## src/rtl/control_sequencer_if.sv

```systemverilog
// Control bundle between control_sequencer and the datapath: the IR/CON_FF read-back
// plus every strobe the sequencer drives.
interface control_sequencer_if #(parameter int OPW = 5);
  logic [31:0]    IR;
  logic           CON_FF;
  logic           Run;
  logic [OPW-1:0] ALU_op;
  logic PCout, ZLowout, ZHighout, MDRout, HIout, LOout, InPortout, Cout, BAout;
  logic Gra, Grb, Grc, R_in, R_out;
  logic PC_enable, IncPC, MAR_enable, MDR_enable, MDR_read, IR_enable, Y_enable;
  logic ZLowIn, ZHighIn, HI_enable, LO_enable, CON_enable, OutPort_enable, RAM_write;

  modport master (
    input  IR, CON_FF,
    output Run, ALU_op,
    output PCout, ZLowout, ZHighout, MDRout, HIout, LOout, InPortout, Cout, BAout,
    output Gra, Grb, Grc, R_in, R_out,
    output PC_enable, IncPC, MAR_enable, MDR_enable, MDR_read, IR_enable, Y_enable,
    output ZLowIn, ZHighIn, HI_enable, LO_enable, CON_enable, OutPort_enable, RAM_write
  );

  modport slave (
    output IR, CON_FF,
    input  Run, ALU_op,
    input  PCout, ZLowout, ZHighout, MDRout, HIout, LOout, InPortout, Cout, BAout,
    input  Gra, Grb, Grc, R_in, R_out,
    input  PC_enable, IncPC, MAR_enable, MDR_enable, MDR_read, IR_enable, Y_enable,
    input  ZLowIn, ZHighIn, HI_enable, LO_enable, CON_enable, OutPort_enable, RAM_write
  );
endinterface

```

## src/rtl/control_sequencer.sv

```systemverilog
// Hardwired fetch/decode/execute control unit: one control step per clock, strobes
// decoded combinationally from the present step and the opcode in IR.
module control_sequencer #(
  parameter int             OPW    = 5,
  parameter logic [OPW-1:0] ADD_OP = 5'b00011
) (
  input logic                 Clock,
  input logic                 Clear,
  control_sequencer_if.master ctrl
);
  localparam logic [OPW-1:0] OP_LD   = 5'b00000, OP_LDI  = 5'b00001, OP_ST   = 5'b00010,
                             OP_ADD  = 5'b00011, OP_SUB  = 5'b00100, OP_AND  = 5'b01001,
                             OP_OR   = 5'b01010, OP_ADDI = 5'b01011, OP_MUL  = 5'b01110,
                             OP_DIV  = 5'b01111, OP_BR   = 5'b10010, OP_JR   = 5'b10011,
                             OP_IN   = 5'b10101, OP_OUT  = 5'b10110, OP_MFHI = 5'b10111,
                             OP_MFLO = 5'b11000, OP_HALT = 5'b11010;

  typedef enum logic [3:0] {Reset_state, T0, T1, T2, T3, T4, T5, T6, T7, Halt} state_t;

  state_t         state, next_state, last_state;
  logic [OPW-1:0] opcode;
  logic           is_alu, is_addr;
  logic           ir_unused;

  assign opcode    = ctrl.IR[31 -: OPW];
  assign ir_unused = ^ctrl.IR[31-OPW:0];

  always_ff @(posedge Clock or negedge Clear) begin
    if (!Clear) state <= Reset_state;
    else        state <= next_state;
  end

  always_comb begin
    next_state = state;
    ctrl.Run = (state != Reset_state) && (state != Halt);
    ctrl.ALU_op = '0;
    {ctrl.PCout, ctrl.ZLowout, ctrl.ZHighout, ctrl.MDRout, ctrl.HIout, ctrl.LOout,
     ctrl.InPortout, ctrl.Cout, ctrl.BAout} = '0;
    {ctrl.Gra, ctrl.Grb, ctrl.Grc, ctrl.R_in, ctrl.R_out} = '0;
    {ctrl.PC_enable, ctrl.IncPC, ctrl.MAR_enable, ctrl.MDR_enable, ctrl.MDR_read,
     ctrl.IR_enable, ctrl.Y_enable} = '0;
    {ctrl.ZLowIn, ctrl.ZHighIn, ctrl.HI_enable, ctrl.LO_enable, ctrl.CON_enable,
     ctrl.OutPort_enable, ctrl.RAM_write} = '0;

    // Final execute step of each instruction; anything unlisted behaves as nop.
    case (opcode)
      OP_ADD, OP_SUB, OP_AND, OP_OR, OP_ADDI, OP_LDI: last_state = T5;
      OP_MUL, OP_DIV, OP_BR:                          last_state = T6;
      OP_LD, OP_ST:                                   last_state = T7;
      default:                                        last_state = T3;
    endcase

    is_alu  = (opcode == OP_ADD) || (opcode == OP_SUB) || (opcode == OP_AND) ||
              (opcode == OP_OR)  || (opcode == OP_ADDI) || (opcode == OP_MUL) ||
              (opcode == OP_DIV);
    is_addr = (opcode == OP_LD) || (opcode == OP_LDI) || (opcode == OP_ST) ||
              (opcode == OP_BR);

    case (state)
      Reset_state: next_state = T0;
      T0:          next_state = T1;
      T1:          next_state = T2;
      T2:          next_state = T3;
      T3:          next_state = (opcode == OP_HALT) ? Halt : (last_state == T3) ? T0 : T4;
      // >= rather than == so an opcode swapped mid-instruction can never overrun T7.
      T4, T5, T6, T7: next_state = (state >= last_state) ? T0 : state_t'(state + 4'd1);
      default:     next_state = state;
    endcase

    if (is_alu && state >= T3 && state <= T7)      ctrl.ALU_op = opcode;
    else if (is_addr && (state == T4 || state == T5)) ctrl.ALU_op = ADD_OP;

    case (state)
      T0: begin ctrl.PCout = 1'b1; ctrl.MAR_enable = 1'b1; ctrl.IncPC = 1'b1; ctrl.ZLowIn = 1'b1; end
      T1: begin ctrl.ZLowout = 1'b1; ctrl.PC_enable = 1'b1; ctrl.MDR_read = 1'b1; ctrl.MDR_enable = 1'b1; end
      T2: begin ctrl.MDRout = 1'b1; ctrl.IR_enable = 1'b1; end
      T3: case (opcode)
        OP_MFHI: begin ctrl.Gra = 1'b1; ctrl.R_in = 1'b1; ctrl.HIout = 1'b1; end
        OP_MFLO: begin ctrl.Gra = 1'b1; ctrl.R_in = 1'b1; ctrl.LOout = 1'b1; end
        OP_ADD, OP_SUB, OP_AND, OP_OR, OP_ADDI:
                 begin ctrl.Grb = 1'b1; ctrl.R_out = 1'b1; ctrl.Y_enable = 1'b1; end
        OP_MUL, OP_DIV: begin ctrl.Gra = 1'b1; ctrl.R_out = 1'b1; ctrl.Y_enable = 1'b1; end
        OP_LDI, OP_LD, OP_ST: begin ctrl.Grb = 1'b1; ctrl.BAout = 1'b1; ctrl.Y_enable = 1'b1; end
        OP_BR:   begin ctrl.Gra = 1'b1; ctrl.R_out = 1'b1; ctrl.CON_enable = 1'b1; end
        OP_JR:   begin ctrl.Gra = 1'b1; ctrl.R_out = 1'b1; ctrl.PC_enable = 1'b1; end
        OP_IN:   begin ctrl.InPortout = 1'b1; ctrl.Gra = 1'b1; ctrl.R_in = 1'b1; end
        OP_OUT:  begin ctrl.Gra = 1'b1; ctrl.R_out = 1'b1; ctrl.OutPort_enable = 1'b1; end
        default: ;
      endcase
      T4: case (opcode)
        OP_ADD, OP_SUB, OP_AND, OP_OR: begin ctrl.Grc = 1'b1; ctrl.R_out = 1'b1; ctrl.ZLowIn = 1'b1; end
        OP_ADDI, OP_LDI, OP_LD, OP_ST: begin ctrl.Cout = 1'b1; ctrl.ZLowIn = 1'b1; end
        OP_MUL, OP_DIV: begin
          ctrl.Grb = 1'b1; ctrl.R_out = 1'b1; ctrl.ZLowIn = 1'b1; ctrl.ZHighIn = 1'b1;
        end
        OP_BR:   begin ctrl.PCout = 1'b1; ctrl.Y_enable = 1'b1; end
        default: ;
      endcase
      T5: case (opcode)
        OP_ADD, OP_SUB, OP_AND, OP_OR, OP_ADDI, OP_LDI:
                 begin ctrl.ZLowout = 1'b1; ctrl.Gra = 1'b1; ctrl.R_in = 1'b1; end
        OP_MUL, OP_DIV: begin ctrl.ZLowout = 1'b1; ctrl.LO_enable = 1'b1; end
        OP_LD, OP_ST:   begin ctrl.ZLowout = 1'b1; ctrl.MAR_enable = 1'b1; end
        OP_BR:   begin ctrl.Cout = 1'b1; ctrl.ZLowIn = 1'b1; end
        default: ;
      endcase
      T6: case (opcode)
        OP_MUL, OP_DIV: begin ctrl.ZHighout = 1'b1; ctrl.HI_enable = 1'b1; end
        OP_LD:   begin ctrl.MDR_read = 1'b1; ctrl.MDR_enable = 1'b1; end
        OP_ST:   begin ctrl.Gra = 1'b1; ctrl.R_out = 1'b1; ctrl.MDR_enable = 1'b1; end
        OP_BR:   begin ctrl.ZLowout = 1'b1; ctrl.PC_enable = ctrl.CON_FF; end
        default: ;
      endcase
      T7: case (opcode)
        OP_LD:   begin ctrl.MDRout = 1'b1; ctrl.Gra = 1'b1; ctrl.R_in = 1'b1; end
        OP_ST:   ctrl.RAM_write = 1'b1;
        default: ;
      endcase
      default: ;
    endcase
  end
endmodule

```

## src/flat_wrapper.sv

```systemverilog
// flat-port wrapper written by rule: the top's interface ports become plain ports
module control_sequencer_flat 
#(
  parameter int             OPW    = 5,
  parameter logic [OPW-1:0] ADD_OP = 5'b00011
)
  (Clock, Clear, ctrl_IR, ctrl_CON_FF, ctrl_Run, ctrl_ALU_op, ctrl_PCout, ctrl_ZLowout, ctrl_ZHighout, ctrl_MDRout, ctrl_HIout, ctrl_LOout, ctrl_InPortout, ctrl_Cout, ctrl_BAout, ctrl_Gra, ctrl_Grb, ctrl_Grc, ctrl_R_in, ctrl_R_out, ctrl_PC_enable, ctrl_IncPC, ctrl_MAR_enable, ctrl_MDR_enable, ctrl_MDR_read, ctrl_IR_enable, ctrl_Y_enable, ctrl_ZLowIn, ctrl_ZHighIn, ctrl_HI_enable, ctrl_LO_enable, ctrl_CON_enable, ctrl_OutPort_enable, ctrl_RAM_write);
  control_sequencer_if #(.OPW(OPW)) ctrl_i ();
  input logic Clock;
  input logic Clear;
  input wire logic [$bits(ctrl_i.IR)-1:0] ctrl_IR;
  input wire logic [$bits(ctrl_i.CON_FF)-1:0] ctrl_CON_FF;
  output wire logic [$bits(ctrl_i.Run)-1:0] ctrl_Run;
  output wire logic [$bits(ctrl_i.ALU_op)-1:0] ctrl_ALU_op;
  output wire logic [$bits(ctrl_i.PCout)-1:0] ctrl_PCout;
  output wire logic [$bits(ctrl_i.ZLowout)-1:0] ctrl_ZLowout;
  output wire logic [$bits(ctrl_i.ZHighout)-1:0] ctrl_ZHighout;
  output wire logic [$bits(ctrl_i.MDRout)-1:0] ctrl_MDRout;
  output wire logic [$bits(ctrl_i.HIout)-1:0] ctrl_HIout;
  output wire logic [$bits(ctrl_i.LOout)-1:0] ctrl_LOout;
  output wire logic [$bits(ctrl_i.InPortout)-1:0] ctrl_InPortout;
  output wire logic [$bits(ctrl_i.Cout)-1:0] ctrl_Cout;
  output wire logic [$bits(ctrl_i.BAout)-1:0] ctrl_BAout;
  output wire logic [$bits(ctrl_i.Gra)-1:0] ctrl_Gra;
  output wire logic [$bits(ctrl_i.Grb)-1:0] ctrl_Grb;
  output wire logic [$bits(ctrl_i.Grc)-1:0] ctrl_Grc;
  output wire logic [$bits(ctrl_i.R_in)-1:0] ctrl_R_in;
  output wire logic [$bits(ctrl_i.R_out)-1:0] ctrl_R_out;
  output wire logic [$bits(ctrl_i.PC_enable)-1:0] ctrl_PC_enable;
  output wire logic [$bits(ctrl_i.IncPC)-1:0] ctrl_IncPC;
  output wire logic [$bits(ctrl_i.MAR_enable)-1:0] ctrl_MAR_enable;
  output wire logic [$bits(ctrl_i.MDR_enable)-1:0] ctrl_MDR_enable;
  output wire logic [$bits(ctrl_i.MDR_read)-1:0] ctrl_MDR_read;
  output wire logic [$bits(ctrl_i.IR_enable)-1:0] ctrl_IR_enable;
  output wire logic [$bits(ctrl_i.Y_enable)-1:0] ctrl_Y_enable;
  output wire logic [$bits(ctrl_i.ZLowIn)-1:0] ctrl_ZLowIn;
  output wire logic [$bits(ctrl_i.ZHighIn)-1:0] ctrl_ZHighIn;
  output wire logic [$bits(ctrl_i.HI_enable)-1:0] ctrl_HI_enable;
  output wire logic [$bits(ctrl_i.LO_enable)-1:0] ctrl_LO_enable;
  output wire logic [$bits(ctrl_i.CON_enable)-1:0] ctrl_CON_enable;
  output wire logic [$bits(ctrl_i.OutPort_enable)-1:0] ctrl_OutPort_enable;
  output wire logic [$bits(ctrl_i.RAM_write)-1:0] ctrl_RAM_write;
  assign ctrl_i.IR = ctrl_IR;
  assign ctrl_i.CON_FF = ctrl_CON_FF;
  assign ctrl_Run = ctrl_i.Run;
  assign ctrl_ALU_op = ctrl_i.ALU_op;
  assign ctrl_PCout = ctrl_i.PCout;
  assign ctrl_ZLowout = ctrl_i.ZLowout;
  assign ctrl_ZHighout = ctrl_i.ZHighout;
  assign ctrl_MDRout = ctrl_i.MDRout;
  assign ctrl_HIout = ctrl_i.HIout;
  assign ctrl_LOout = ctrl_i.LOout;
  assign ctrl_InPortout = ctrl_i.InPortout;
  assign ctrl_Cout = ctrl_i.Cout;
  assign ctrl_BAout = ctrl_i.BAout;
  assign ctrl_Gra = ctrl_i.Gra;
  assign ctrl_Grb = ctrl_i.Grb;
  assign ctrl_Grc = ctrl_i.Grc;
  assign ctrl_R_in = ctrl_i.R_in;
  assign ctrl_R_out = ctrl_i.R_out;
  assign ctrl_PC_enable = ctrl_i.PC_enable;
  assign ctrl_IncPC = ctrl_i.IncPC;
  assign ctrl_MAR_enable = ctrl_i.MAR_enable;
  assign ctrl_MDR_enable = ctrl_i.MDR_enable;
  assign ctrl_MDR_read = ctrl_i.MDR_read;
  assign ctrl_IR_enable = ctrl_i.IR_enable;
  assign ctrl_Y_enable = ctrl_i.Y_enable;
  assign ctrl_ZLowIn = ctrl_i.ZLowIn;
  assign ctrl_ZHighIn = ctrl_i.ZHighIn;
  assign ctrl_HI_enable = ctrl_i.HI_enable;
  assign ctrl_LO_enable = ctrl_i.LO_enable;
  assign ctrl_CON_enable = ctrl_i.CON_enable;
  assign ctrl_OutPort_enable = ctrl_i.OutPort_enable;
  assign ctrl_RAM_write = ctrl_i.RAM_write;
  control_sequencer #(.OPW(OPW), .ADD_OP(ADD_OP)) u_core (.Clock(Clock), .Clear(Clear), .ctrl(ctrl_i));
endmodule
```

## config.mk

```make
export PLATFORM = sky130hd
export DESIGN_NAME = control_sequencer_flat
export DESIGN_NICKNAME = d
export VERILOG_FILES = /design/src/rtl/control_sequencer_if.sv /design/src/rtl/control_sequencer.sv /design/src/flat_wrapper.sv
export SDC_FILE = /design/constraint.sdc
export NUM_CORES = 1
export LEC_CHECK = 0
export CAP_MARGIN = 20
export CELL_PAD_IN_SITES_DETAIL_PLACEMENT = 1
export CELL_PAD_IN_SITES_GLOBAL_PLACEMENT = 1
export CORE_ASPECT_RATIO = 0.7
export CORE_MARGIN = 2
export CORE_UTILIZATION = 27
export DETAILED_ROUTE_END_ITERATION = 7
export MAX_ROUTING_LAYER = met4
export PLACE_DENSITY_LB_ADDON = 0.1
export SLEW_MARGIN = 5
export SYNTH_ARGS = -nofsm -noshare
export SYNTH_HDL_FRONTEND = slang
export SYNTH_SLANG_ARGS = --single-unit
```

## constraint.sdc

```tcl
create_clock -name Clock -period 3 [get_ports Clock]
set_input_delay 0.45 -clock Clock [delete_from_list [all_inputs] [get_ports Clock]]
set_output_delay 0.45 -clock Clock [all_outputs]
set_load 0.02 [all_outputs]
```

## Word-level counts from Yosys, hierarchy flattened

Memories as Yosys holds them, arrays and structs flattened.
Index checks and enable logic that the tools add are counted.

- Register bits after elaboration: 4
- Memory bits (read-only): 128
- Logic and storage cells: 117
- Memories kept: 1

- $add $sub $neg: 1
- Magnitude comparators: 3
- Equality and inequality tests: 26
- Muxes and demuxes: 54
- Reductions and logical operators: 31

Memory list:

| memory | words | width | read ports | clocked after memory_dff | wr ports | RTL line | source |
|---|---|---|---|---|---|---|---|
| (no name shown) | 32 | 4 | 1 | 0 | 0 | control_sequencer.sv:46 | `case (opcode)` |

Operator list:

| cell | count |
|---|---|
| == test 5 bit (second input constant) | 7 |
| 2-to-1 mux 1 bit | 34 |
| == test 5 x 4 -> 1 bit (second input constant) | 5 |
| case mux 4 bit (6 select lines) | 1 |
| == test 4 x 3 -> 1 bit (second input constant) | 5 |
| OR reduction 10 bit | 2 |
| case mux 1 bit (2 select lines) | 8 |
| OR reduction 8 bit | 2 |
| case mux 1 bit (3 select lines) | 5 |
| OR reduction 4 bit | 3 |
| OR reduction 6 bit | 2 |
| == test 5 x 2 -> 1 bit (second input constant) | 2 |
| logical OR 1 bit | 10 |
| == test 4 x 2 -> 1 bit (second input constant) | 2 |
| 2-to-1 mux 4 bit | 2 |
| nonzero test 6 bit | 1 |
| OR reduction 3 bit | 2 |
| == test 5 x 1 -> 1 bit (second input constant) | 1 |
| == test 5 x 3 -> 1 bit (second input constant) | 1 |
| zero test 5 bit | 1 |
| 2-to-1 mux 5 bit | 1 |
| adder 4 x 1 -> 4 bit (second input constant) | 1 |
| == test 4 x 1 -> 1 bit (second input constant) | 1 |
| == test 4 bit (second input constant) | 1 |
| other kinds (11) | 15 |

## Depth between registers and ports, before layout

- Depth after elaboration: 10
- Gate-level depth with buffers: 9
- Mapped depth without buffers: 8

## Worst setup path after synthesis

No wires, ideal clock.

- Path kind: input port to flip-flop
- Start: in ctrl_IR[30]
- End: reg u_core.state[0]
- Data arrival time: 2.325 ns
- Data required time: 2.878 ns
- Path slack: 0.554 ns
- Stages on the path: 9
- Buffers on the path: 2
- Cells stage by stage: buf_2 -> buf_2 -> nand4b_1 -> nand2_1 -> ha_1 -> nand2b_1 -> a2111oi_2 -> o21ai_0 -> a32o_1

- Word-level cells in the longest chain between the ends: 4

RTL lines:

| element | RTL line | source |
|---|---|---|
| start: declaration | flat_wrapper.sv:11 | `input wire logic [$bits(ctrl_i.IR)-1:0] ctrl_IR;` |
| memory (32 x 4 bit) | n/a |  |
| greater-or-equal comparator 4 bit | control_sequencer.sv:66 | `T4, T5, T6, T7: next_state = (state >= last_state) ? T0 : state_t'(state + 4'd1);` |
| 2-to-1 mux 4 bit | control_sequencer.sv:66 |  |
| case mux 4 bit (6 select lines) * | control_sequencer.sv:59 | `case (state)` |
| end signal: assignment | control_sequencer.sv:29 | `if (!Clear) state <= Reset_state;` |
| end signal: assignment | control_sequencer.sv:30 | `else state <= next_state;` |
| end: declaration | control_sequencer.sv:20 | `state_t state, next_state, last_state;` |

Mark *: on every way between the ends. The rest lies on a longest branch, timed or not.
A chain may end at the register's enable or synchronous reset.

## Final worst setup path

- Start: in ctrl_IR[27]
- End: out ctrl_Grc

- Word-level cells in the longest chain between the ends: 4

RTL lines:

| element | RTL line | source |
|---|---|---|
| == test 5 x 4 -> 1 bit (tied with other cells) | control_sequencer.sv:90 | `T4: case (opcode)` |
| OR reduction 4 bit * | n/a |  |
| 2-to-1 mux 1 bit * | control_sequencer.sv:90 |  |
| 2-to-1 mux 1 bit * | control_sequencer.sv:73 | `case (state)` |
| end: declaration | flat_wrapper.sv:26 | `output wire logic [$bits(ctrl_i.Grc)-1:0] ctrl_Grc;` |

Marked as above.

==> qor.json <==
{
  "status": {
    "outcome": "finished, final reports clean"
  },
  "detailed_routing": {
    "vias_per_cell": 5.38,
    "residual_drc": 0,
    "route.vias.total": 1533,
    "number_of_routed_nets_with_antenna_violations": 0,
    "detail_route.iter0.violations": 102,
    "avgRoutedWirePerCell_um": 16.6,
    "detail_route.first_pass.iterations": 4,
    "drt-total-wl_mm": 4.72
  },
  "worst_setup_path": {
    "cp_cell_sequence": "clkdlybuf4s50_1 -> buf_4 -> or3_4 -> a2111oi_2 -> buf_4 -> dlygate4sd2_1",
    "cp_max_fo": 6,
    "crit_family": "buffers and inverters",
    "worst_path_largest_cell_delay_ns": 0.46,
    "critPathMostFrequentCell": "sky130_fd_sc_hd__buf_4",
    "end_kind": "primary output",
    "startpoint_type": "input pin",
    "crit_slowest_cell": "sky130_fd_sc_hd__clkdlybuf4s50_1",
    "critical_path_buf_inv_count": 4,
    "critical_path_arrival_ns": 2.42,
    "worst_ep_required_time_ns": 2.55,
    "setup.worst_path.class": "input pin to primary output"
  },
  "floorplan": {
    "pin_count": 69,
    "number_of_placement_rows": 19,
    "floorplan.initialDensity_pct": 28.9,
    "fp.dieW_um": 82.4,
    "dieHeight_um": 58.9,
    "core_region_area_sq_um": 4020,
    "die_area_sq_um": 4850
  },
  "layout": {
    "antenna-diode-count": 0,
    "final_core_utilization_pct": 46.1,
    "number_of_flip_flops_in_the_largest_register": 4,
    "filler_cell_count": 530,
    "layout_commonest_cell": "sky130_fd_sc_hd__buf_4",
    "largest_registers_in_the_final_layout": "u_core.state x4",
    "layout-area-overhead-vs-synth_pct": 59.4,
    "number_of_nets_in_the_layout": 278,
    "fraction_of_layout_instances_using_a_drive_strength_above_1_pct": 19.7,
    "largest-register": "u_core.state",
    "mostFrequentLayoutCells": "34 x sky130_fd_sc_hd__buf_4, 19 x sky130_fd_sc_hd__clkdlybuf4s50_1, 18 x sky130_fd_sc_hd__dlygate4sd2_1"
  },
  "power_and_ir_drop": {
    "power.static_leakage_nw": 0.905,
    "power.ir.vdd_worst_v": 0.000374,
    "finalPower_mw": 1.18,
    "power_density_nw_per_um2": 636
  },
  "cts": {
    "clock_insertion_delay_worst_skew_ns": 0.21,
    "numClockSinks": 4,
    "tritoncts": "built",
    "cts_inserted_buffers": 3,
    "cts.root.buffer_cell": "sky130_fd_sc_hd__clkbuf_8",
    "cts_max_path_buffers": 2,
    "clock_tree.htree_level_count": 1,
    "worst_setup_hold_path_clk_slew_ns": 0.03
  },
  "sta": {
    "clock-skew-final_ns": 0.000720,
    "finalSetupViolations": 0,
    "max_freq_mhz": 348,
    "min_period_over_period_pct": 95.7,
    "timing.hold.ws_ns": 0.439,
    "final.min_clock_period_ns": 2.87,
    "final.setup.tns_ns": 0,
    "rsz0062_at_grt": "no",
    "timing_hold_violations_final": 0,
    "report.final.slew_viol_count": 0
  },
  "yosys": {
    "synth_area_leaders": "sky130_fd_sc_hd__dfrtp_1 8.6%, sky130_fd_sc_hd__ha_1 8.6%, sky130_fd_sc_hd__o21ai_0 7.3%, sky130_fd_sc_hd__nand2_1 5.2%, sky130_fd_sc_hd__nor2_1 4.5%",
    "yosys_warnings": 0,
    "yosysTopAreaCellShare_pct": 8.62,
    "yosys.cell_types.count": 51,
    "netlist_instances": 172,
    "synth-main-ff-cell": "sky130_fd_sc_hd__dfrtp_1",
    "nets_in_the_synthesized_netlist": 215,
    "number_of_register_bits_inferred_by_synthesis": 4,
    "synth_top_area_cell": "sky130_fd_sc_hd__dfrtp_1",
    "syn_area_sq_um": 1160,
    "synth-async-reset-ratio_pct": 100,
    "synth-seq-area-share_pct": 8.62,
    "syn_area_per_cell_sq_um": 6.75,
    "synth-edff-count": 0
  },
  "placement": {
    "dp_hpwl_mm": 3.99,
    "final_wtd_congestion": 0.915,
    "io_buffers": 40
  },
  "grt": {
    "grt_usage_pct": 21.1,
    "via_count_of_the_first_global_routing_pass": 1516,
    "globalRouteOverflowTotal": 0,
    "maximum_number_of_pins_on_one_net_before_global_route_repair": 15,
    "grt_first_pass_wirelength_mm": 7.78,
    "antenna_found_initial": 0
  },
  "run": {
    "max_cap_violations": 0
  },
  "worst_hold_path": {
    "min-delay-path-class": "input pin to async pin"
  }
}
==> Yosys cell counts (4+ instances only) <==
master and count:
sky130_fd_sc_hd__o21ai_0 17, sky130_fd_sc_hd__nor2_1 14, sky130_fd_sc_hd__buf_2 6, sky130_fd_sc_hd__o211ai_1 4, sky130_fd_sc_hd__nand3_1 5, sky130_fd_sc_hd__ha_1 8, sky130_fd_sc_hd__or3_1 4, sky130_fd_sc_hd__nor2b_1 6
sky130_fd_sc_hd__nor3_1 5, sky130_fd_sc_hd__nand2b_1 5, sky130_fd_sc_hd__a21o_1 5, sky130_fd_sc_hd__dfrtp_1 4, sky130_fd_sc_hd__nand2_1 16, sky130_fd_sc_hd__clkbuf_1 7, sky130_fd_sc_hd__inv_1 9, sky130_fd_sc_hd__a21oi_1 6
==> power by group <==
group	switching, mW	leakage (nW)	internal [mW]
logic	0.536	0.836	0.387
clock network	0.0235	0.0216	0.0852
registers	0.0604	0.0476	0.0845
==> metrics by stage <==
| step | cells | area, sq um | setup slack [ns] |
|---|---|---|---|
| CTS | 285 | 1830 | 0.0398 |
| detailed placement | 281 | 1790 | -0.180 |
| floorplan | 172 | 1160 | 0.554 |
| global placement | 281 | 1790 | -0.175 |
| global route | 285 | 1850 | 0.0183 |
| finish | 285 | 1850 | 0.128 |
==> worst reg2reg max path, cell delays in order (launching register included) <==
cell and delay, ns:
sky130_fd_sc_hd__dfrtp_1 0.40, sky130_fd_sc_hd__inv_1 0.12, sky130_fd_sc_hd__ha_1 0.30, sky130_fd_sc_hd__nor3_1 0.45, sky130_fd_sc_hd__nor3_1 0.10, sky130_fd_sc_hd__o22a_1 0.18, sky130_fd_sc_hd__a2111o_1 0.35
==> path summary, 6_finish.rpt <==
check	start	end	slack [ns]	cells after the start
min reg2reg	u_core.state[1]	u_core.state[3]	0.70	2
min in group Clock	u_core.state[1]	u_core.state[3]	0.70	2
max	ctrl_IR[27]	ctrl_Grc	0.13	6
max reg2reg	u_core.state[0]	u_core.state[2]	0.98	6
min	Clear	u_core.state[1]	0.44	1
max in group asynchronous	Clear	u_core.state[0]	2.40	1
==> layout make-up <==
class	count	area, sq um	area share [%]
Clock buffer	3	41.3	2.23
Inverter	9	33.8	1.83
Multi-Input combinational cell	143	970	52.4
Sequential cell	4	100	5.41
Tap cell	52	65.1	3.52
Timing Repair Buffer	74	641	34.6
==> kinds of logic after synthesis <==
| family | synth area share [%] |
|---|---|
| xor gates and xnor gates | 1.51 |
| AOI/OAI and AO/OA | 35.3 |
| other | 0.323 |
| and+or+nand+nor | 33.6 |
| adders and majority gates | 8.62 |
| buffers and inverters | 10.0 |
| DFF | 8.62 |
| muxes | 1.94 |
==> repair_timing <==
action,CTS,global route
endpoints found under the setup margin,20,7
pin swaps,1,0
resized for setup,20,5
hold buffers,0,0
setup buffers,1,0
endpoints found under the hold margin,0,0
==> per-layer routing <==
layer  up-vias  routed length, um  track usage, %  part of all wire (%)
met5         -                  0               -                     0
met4         0                 24            3.10                  0.51
met3         2                242           0.767                   5.1
met2        44               2000            30.8                    42
met1       729               2450            32.8                    52
li1        758                  -               -                     -
No activity file was read; power rests on OpenSTA's default activity.
